===== src/rtl/missile_pkg.sv =====
// Shared types and constants for the missile subsystem.
// Used by the fire scheduler and the per-slot missile controllers.
package missile_pkg;

    typedef enum logic [1:0] {
        S_IDLE     = 2'd0,
        S_ISSUE    = 2'd1,
        S_WAIT_ACK = 2'd2,
        S_COOLDOWN = 2'd3
    } fire_state_e;

    localparam int unsigned NUM_SLOTS_DEF   = 3;
    localparam int unsigned COOLDOWN_DEF    = 2000000;
    localparam int unsigned ACK_TIMEOUT_DEF = 4;
    localparam int unsigned CNT_W_DEF       = 22;

    // Geometry used by the slot controllers when drawing a missile.
    localparam int unsigned MISSILE_W   = 2;
    localparam int unsigned MISSILE_H   = 8;
    localparam int unsigned SHIP_TOP_Y  = 440;
    localparam int unsigned MISSILE_DY  = 4;

    function automatic logic [7:0] onehot8(input logic [2:0] idx);
        logic [7:0] m;
        m = '0;
        m[idx] = 1'b1;
        return m;
    endfunction

endpackage


===== src/rtl/missile_fire_sched_pick.sv =====
// Lowest-index free slot encoder for the missile fire scheduler.
// Combinational: sel is only meaningful when any_free is high.
module missile_slot_pick #(
    parameter int unsigned NUM_SLOTS = 3
) (
    input  logic [NUM_SLOTS-1:0] slot_on,
    output logic [2:0]           sel,
    output logic                 any_free
);

    always_comb begin
        sel      = '0;
        any_free = 1'b0;
        for (int i = NUM_SLOTS - 1; i >= 0; i--) begin
            if (!slot_on[i]) begin
                sel      = 3'(i);
                any_free = 1'b1;
            end
        end
    end

endmodule


===== src/rtl/missile_fire_sched.sv =====
// Fire scheduler: shares missile controllers between fire requests.
// Define AUTOFIRE_EN to let a held fire button re-arm requests while idle.
module missile_fire_sched
    import missile_pkg::*;
#(
    parameter int unsigned NUM_SLOTS       = NUM_SLOTS_DEF,
    parameter int unsigned COOLDOWN_CYCLES = COOLDOWN_DEF,
    parameter int unsigned ACK_TIMEOUT     = ACK_TIMEOUT_DEF,
    parameter int unsigned CNT_W           = CNT_W_DEF
) (
    input  logic                 pclk,
    input  logic                 rst,
    input  logic                 fire_btn,
    input  logic                 ship_dead,
    input  logic [NUM_SLOTS-1:0] slot_on,
    output logic [NUM_SLOTS-1:0] slot_fire,
    output logic                 all_busy,
    output logic                 cooldown,
    output logic [15:0]          shots_fired,
    output logic                 ack_err
);

    localparam int unsigned ACK_W = (ACK_TIMEOUT > 2) ? $clog2(ACK_TIMEOUT) : 1;
    localparam logic [ACK_W-1:0] ACK_LAST = ACK_W'(ACK_TIMEOUT - 1);
    localparam logic [CNT_W-1:0] CD_LOAD  = CNT_W'(COOLDOWN_CYCLES - 1);

    fire_state_e      state;
    fire_state_e      state_nxt;
    logic             pending;
    logic             btn_prev;
    logic [2:0]       sel;
    logic [ACK_W-1:0] ack_cnt;
    logic [CNT_W-1:0] cd_cnt;

    logic [2:0] pick_sel;
    logic       any_free;
    logic [7:0] on_x;
    logic [7:0] fire_x;
    logic       btn_edge;
    logic       lvl_set;
    logic       req_set;
    logic       go;
    logic       ack_hit;
    logic       ack_to;
    logic       cd_done;
    logic       enter_cd;

    missile_slot_pick #(
        .NUM_SLOTS(NUM_SLOTS)
    ) u_pick (
        .slot_on (slot_on),
        .sel     (pick_sel),
        .any_free(any_free)
    );

    assign on_x     = 8'(slot_on);
    assign fire_x   = onehot8(sel);
    assign btn_edge = fire_btn & ~btn_prev;

    always_ff @(posedge pclk) begin
        if (rst) state <= S_IDLE;
        else     state <= state_nxt;
    end

    always_comb begin
        state_nxt = state;
        if (ship_dead) begin
            state_nxt = S_IDLE;
        end else begin
            unique case (state)
                S_IDLE:     if (go) state_nxt = S_ISSUE;
                S_ISSUE:    state_nxt = S_WAIT_ACK;
                S_WAIT_ACK: if (ack_hit || ack_to) state_nxt = S_COOLDOWN;
                S_COOLDOWN: if (cd_done) state_nxt = S_IDLE;
                default:    state_nxt = S_IDLE;
            endcase
        end
    end

    always_comb begin
        go       = 1'b0;
        ack_hit  = 1'b0;
        ack_to   = 1'b0;
        cd_done  = 1'b0;
        unique case (state)
            S_IDLE:     go = pending & any_free;
            S_WAIT_ACK: begin
                ack_hit = on_x[sel];
                ack_to  = ~on_x[sel] & (ack_cnt == ACK_LAST);
            end
            S_COOLDOWN: cd_done = (cd_cnt == '0);
            default:    go = 1'b0;
        endcase
        enter_cd = (state != S_COOLDOWN) & (state_nxt == S_COOLDOWN);
    end

`ifdef AUTOFIRE_EN
    // A held button re-arms only while idle and not already launching.
    assign lvl_set = fire_btn & (state == S_IDLE) & ~go;
`else
    assign lvl_set = 1'b0;
`endif
    assign req_set = btn_edge | lvl_set;

    always_ff @(posedge pclk) begin
        if (rst) begin
            pending     <= 1'b0;
            btn_prev    <= 1'b0;
            sel         <= '0;
            ack_cnt     <= '0;
            cd_cnt      <= '0;
            slot_fire   <= '0;
            all_busy    <= 1'b0;
            cooldown    <= 1'b0;
            shots_fired <= '0;
            ack_err     <= 1'b0;
        end else begin
            btn_prev  <= fire_btn;
            all_busy  <= &slot_on;
            cooldown  <= (state_nxt == S_COOLDOWN);
            slot_fire <= '0;
            if (ship_dead) begin
                pending <= 1'b0;
                ack_cnt <= '0;
                cd_cnt  <= '0;
            end else begin
                // A new request in the issuing cycle queues the next shot.
                if (req_set)  pending <= 1'b1;
                else if (go)  pending <= 1'b0;
                if (go) sel <= pick_sel;
                if (state == S_ISSUE) begin
                    slot_fire <= fire_x[NUM_SLOTS-1:0];
                    ack_cnt   <= '0;
                end
                if (state == S_WAIT_ACK && !ack_hit && !ack_to)
                    ack_cnt <= ack_cnt + 1'b1;
                if (ack_hit && shots_fired != 16'hFFFF)
                    shots_fired <= shots_fired + 16'd1;
                if (ack_to) ack_err <= 1'b1;
                if (enter_cd)
                    cd_cnt <= CD_LOAD;
                else if (state == S_COOLDOWN && !cd_done)
                    cd_cnt <= cd_cnt - 1'b1;
            end
        end
    end

endmodule

===== config.mk =====
export PLATFORM = sky130hd
export DESIGN_NAME = missile_fire_sched
export DESIGN_NICKNAME = d
export VERILOG_FILES = /design/src/rtl/missile_pkg.sv /design/src/rtl/missile_fire_sched_pick.sv /design/src/rtl/missile_fire_sched.sv
export SDC_FILE = /design/constraint.sdc
export NUM_CORES = 1
export LEC_CHECK = 0
export CAP_MARGIN = 20
export CORE_ASPECT_RATIO = 2
export CORE_UTILIZATION = 35
export DETAILED_ROUTE_END_ITERATION = 8
export PLACE_DENSITY_LB_ADDON = 0.08
export SLEW_MARGIN = 20
export SYNTH_ARGS = -nofsm -noshare
export SYNTH_HDL_FRONTEND = slang
export SYNTH_HIERARCHICAL = 1
export SYNTH_SLANG_ARGS = --single-unit
export TNS_END_PERCENT = 5

===== constraint.sdc =====
create_clock -name pclk -period 1.75 [get_ports pclk]
set_input_delay 0.35 -clock pclk [delete_from_list [all_inputs] [get_ports pclk]]
set_output_delay 0.35 -clock pclk [all_outputs]
set_load 0.05 [all_outputs]

==> flow_summary.yaml <==
clock_tree:
  numCtsBuffers: 5
  insertion_delay_ps: 290
  clockBufferDepth: 2
  clkTransAtPathRegs_ps: 70
  cts_root_buf: "clkbuf_16"
  cts_tree: "yes"
  cts_htree_levels: 2
  clkSinkCount: 53
floorplanning:
  die_w_um: 61.27
  rows: 42
  core_mm2: 0.006726
  initial_core_util_pct: 36.55
  ioPinCount: 29
  dieArea_mm2: 0.007384
  die_h_um: 120.5
cells_and_area:
  diodes: 0
  fin_nets: 377
  final_core_util_pct: 51.25
  layoutNonFillerInstCount: 455
  final_layout_size_suffix_gt1_share_pct: 34.60
  syn_to_final_growth_pct: 40.20
sta:
  worst_slack_ps: -266.4
  rsz0062_at_grt: "yes"
  fin_skew_ps: 2.688
  setup_viol: 27
  fin_crit_sh_pct: 115.2
  finalHoldViolCount: 0
  timing.final.crit_period_ps: 2016
  setup_tns_ps: -3904
  drv_slew: 0
  fmax_mhz: 495.9
placed_design:
  port_buffers: 28
  post-place-ws_ps: -449.6
  hpwl_um: 4718
  place_congestion: 0.8060
  dp_cells: 443
critical_path:
  required_ps: 1980
  cp_max_fo: 4
  worstSetupPathType: "register to register"
  worst_setup_path_start_kind: "register"
  cp_data_arrival_time_ps: 2250
  crit_path_end_kind: "register"
routing:
  firstDrtPassIters: 4
  drc: 0
  drtIter0Drc: 62
  via_count: 2275
  vias_per_cell: 5.000
  avgRoutedWirePerCell_um: 14.13
  drt_wl_total_um: 6431
  postRouteAntennaNets: 0
synth:
  yosysMostFrequentCell: "dfxtp_1"
  syn_avg_cell_area_um2: 8.627
  yosysUniqueCellTypes: 45
  synth_top_area_share_pct: 43.16
  netlist_instances: 285
  synth_top_cell_by_area: "dfxtp_1"
  netlist_area_mm2: 0.002459
  ys_warn_count: 6
  yosysSeqAreaShare_pct: 43.16
  async_reset_ff_share_pct: 0
  syn_nets: 296
  ys_ff_latch: 53
  synthTopCellsByArea: "dfxtp_1, xor2_1, nor2_1, a21oi_1, nand3_1"
  synth_top_flop_cell: "dfxtp_1"
  netlist_top_cells_count: "dfxtp_1, nor2_1, xor2_1, a21oi_1"
  synth_edf_count: 0
global_route:
  first_global_vias: 2385
  grt_max_degree: 23
  antenna_found_initial: 0
  grt_pass1_wl_um: 10630
  grt-ovfl-total: 0
  grtUsageTotal_pct: 19.55
run:
  maxCapViolations: 0
power:
  power_leakage_nw: 1.417
  ir_drop_mv: 0.4975
  power.density_mw_per_mm2: 661.9
status:
  status: "complete, but fails checks"
  violations: "negative setup slack"
hold_path:
  hold_path_class: "register to register"
==> worst max-delay path, cell delays in order, from the launching register on <==
cell and delay [ps]:
dfxtp_2 320, or4_4 560, nor4_4 250, buf_4 180, and3_4 190, nor2_2 50, mux2_4 300, a21oi_2 110
==> cell type report <==
| class | count | area, um^2 |
|---|---|---|
| fill | 670 | 3279 |
| multi-input combinational | 212 | 1419 |
| sequential | 53 | 1072 |
| timing repair buffer | 86 | 676.9 |
| clock buffer | 6 | 128.9 |
| tap | 88 | 110.1 |
| inverter | 8 | 30.03 |
| clock inverter | 2 | 10.01 |
==> sequential cells by signal, summed over array words and instances, names as in the netlist <==
| register | flops |
|---|---|
| ack_cnt | 2 |
| ack_err | 1 |
| all_busy | 1 |
| btn_prev | 1 |
| cd_cnt | 22 |
| cooldown | 1 |
| pending | 1 |
| sel | 3 |
| shots_fired | 16 |
| slot_fire | 3 |
| state | 2 |
==> path summary, 6_finish.rpt <==
kind	from	endpoint	slack, ps	cells past startpoint
worst max-delay path	cd_cnt[11]	cd_cnt[1]	-270	7
worst min register to register	shots_fired[1]	shots_fired[1]	480	2
worst min-delay path	shots_fired[1]	shots_fired[1]	480	2
worst max register to register	cd_cnt[11]	cd_cnt[1]	-270	7
==> logic make-up after synthesis <==
family	after synthesis	synth area share, %
compound gates	42	10.08
xor+xnor	31	11.04
fa+ha+maj	4	2.036
buf+inv	20	3.257
flops	53	43.16
mux	2	1.018
other cells	1	0.1525
simple gates	132	29.26
==> placed cells by master, fill, tap and decap left out, types with 3 or more instances in the layout <==
master / count
a21oi_1: 18
a21oi_2: 4
a31oi_1: 3
and3_1: 10
buf_4: 77
buf_6: 3
clkbuf_16: 5
clkdlybuf4s50_1: 4
dfxtp_1: 44
dfxtp_2: 9
ha_1: 4
inv_1: 6
nand2_1: 19
nand3_1: 19
nand3b_1: 3
nand4_1: 5
nand4b_1: 4
nor2_1: 34
nor2b_1: 3
nor3_1: 8
nor4_4: 3
o21ai_0: 6
xnor2_1: 3
xor2_1: 27
==> layer usage <==
layer	wire length [um]	global-route usage, %	up-vias	share of wire (%)
li1	-	-	1149	-
met1	2267	17.63	1088	35
met2	3844	37.57	27	60
met3	144	3.850	11	2.2
met4	174	10.09	0	2.7
met5	0	0	-	0
==> stage by stage <==
| stage | total power, mW | hold WS [ps] | area [um^2] |
|---|---|---|---|
| 6_report | 2.282 | 483.6 | 3447 |
| 5_1_grt | 2.374 | 499.0 | 3447 |
| 4_1_cts | 2.317 | 483.9 | 3363 |
| 3_5_place_dp | 1.332 | 473.3 | 3157 |
| 3_3_place_gp | 1.332 | 466.4 | 3157 |
| 2_1_floorplan | 1.284 | 421.6 | 2466 |
==> where the power goes <==
part           switching (mW)  internal [mW]
clock network           0.444          0.527
logic                  0.0532         0.0441
registers             0.00331           1.21
==> repair_timing <==
action / 4_1_cts / 5_1_grt
cloned: 0 / 0
buffers inserted: 2 / 2
endpoints found under the setup margin: 37 / 41
resized for setup: 13 / 19
pin swaps: 7 / 16
hold buffers: 0 / 0
Note: power is estimated with default switching activity, not from simulation.
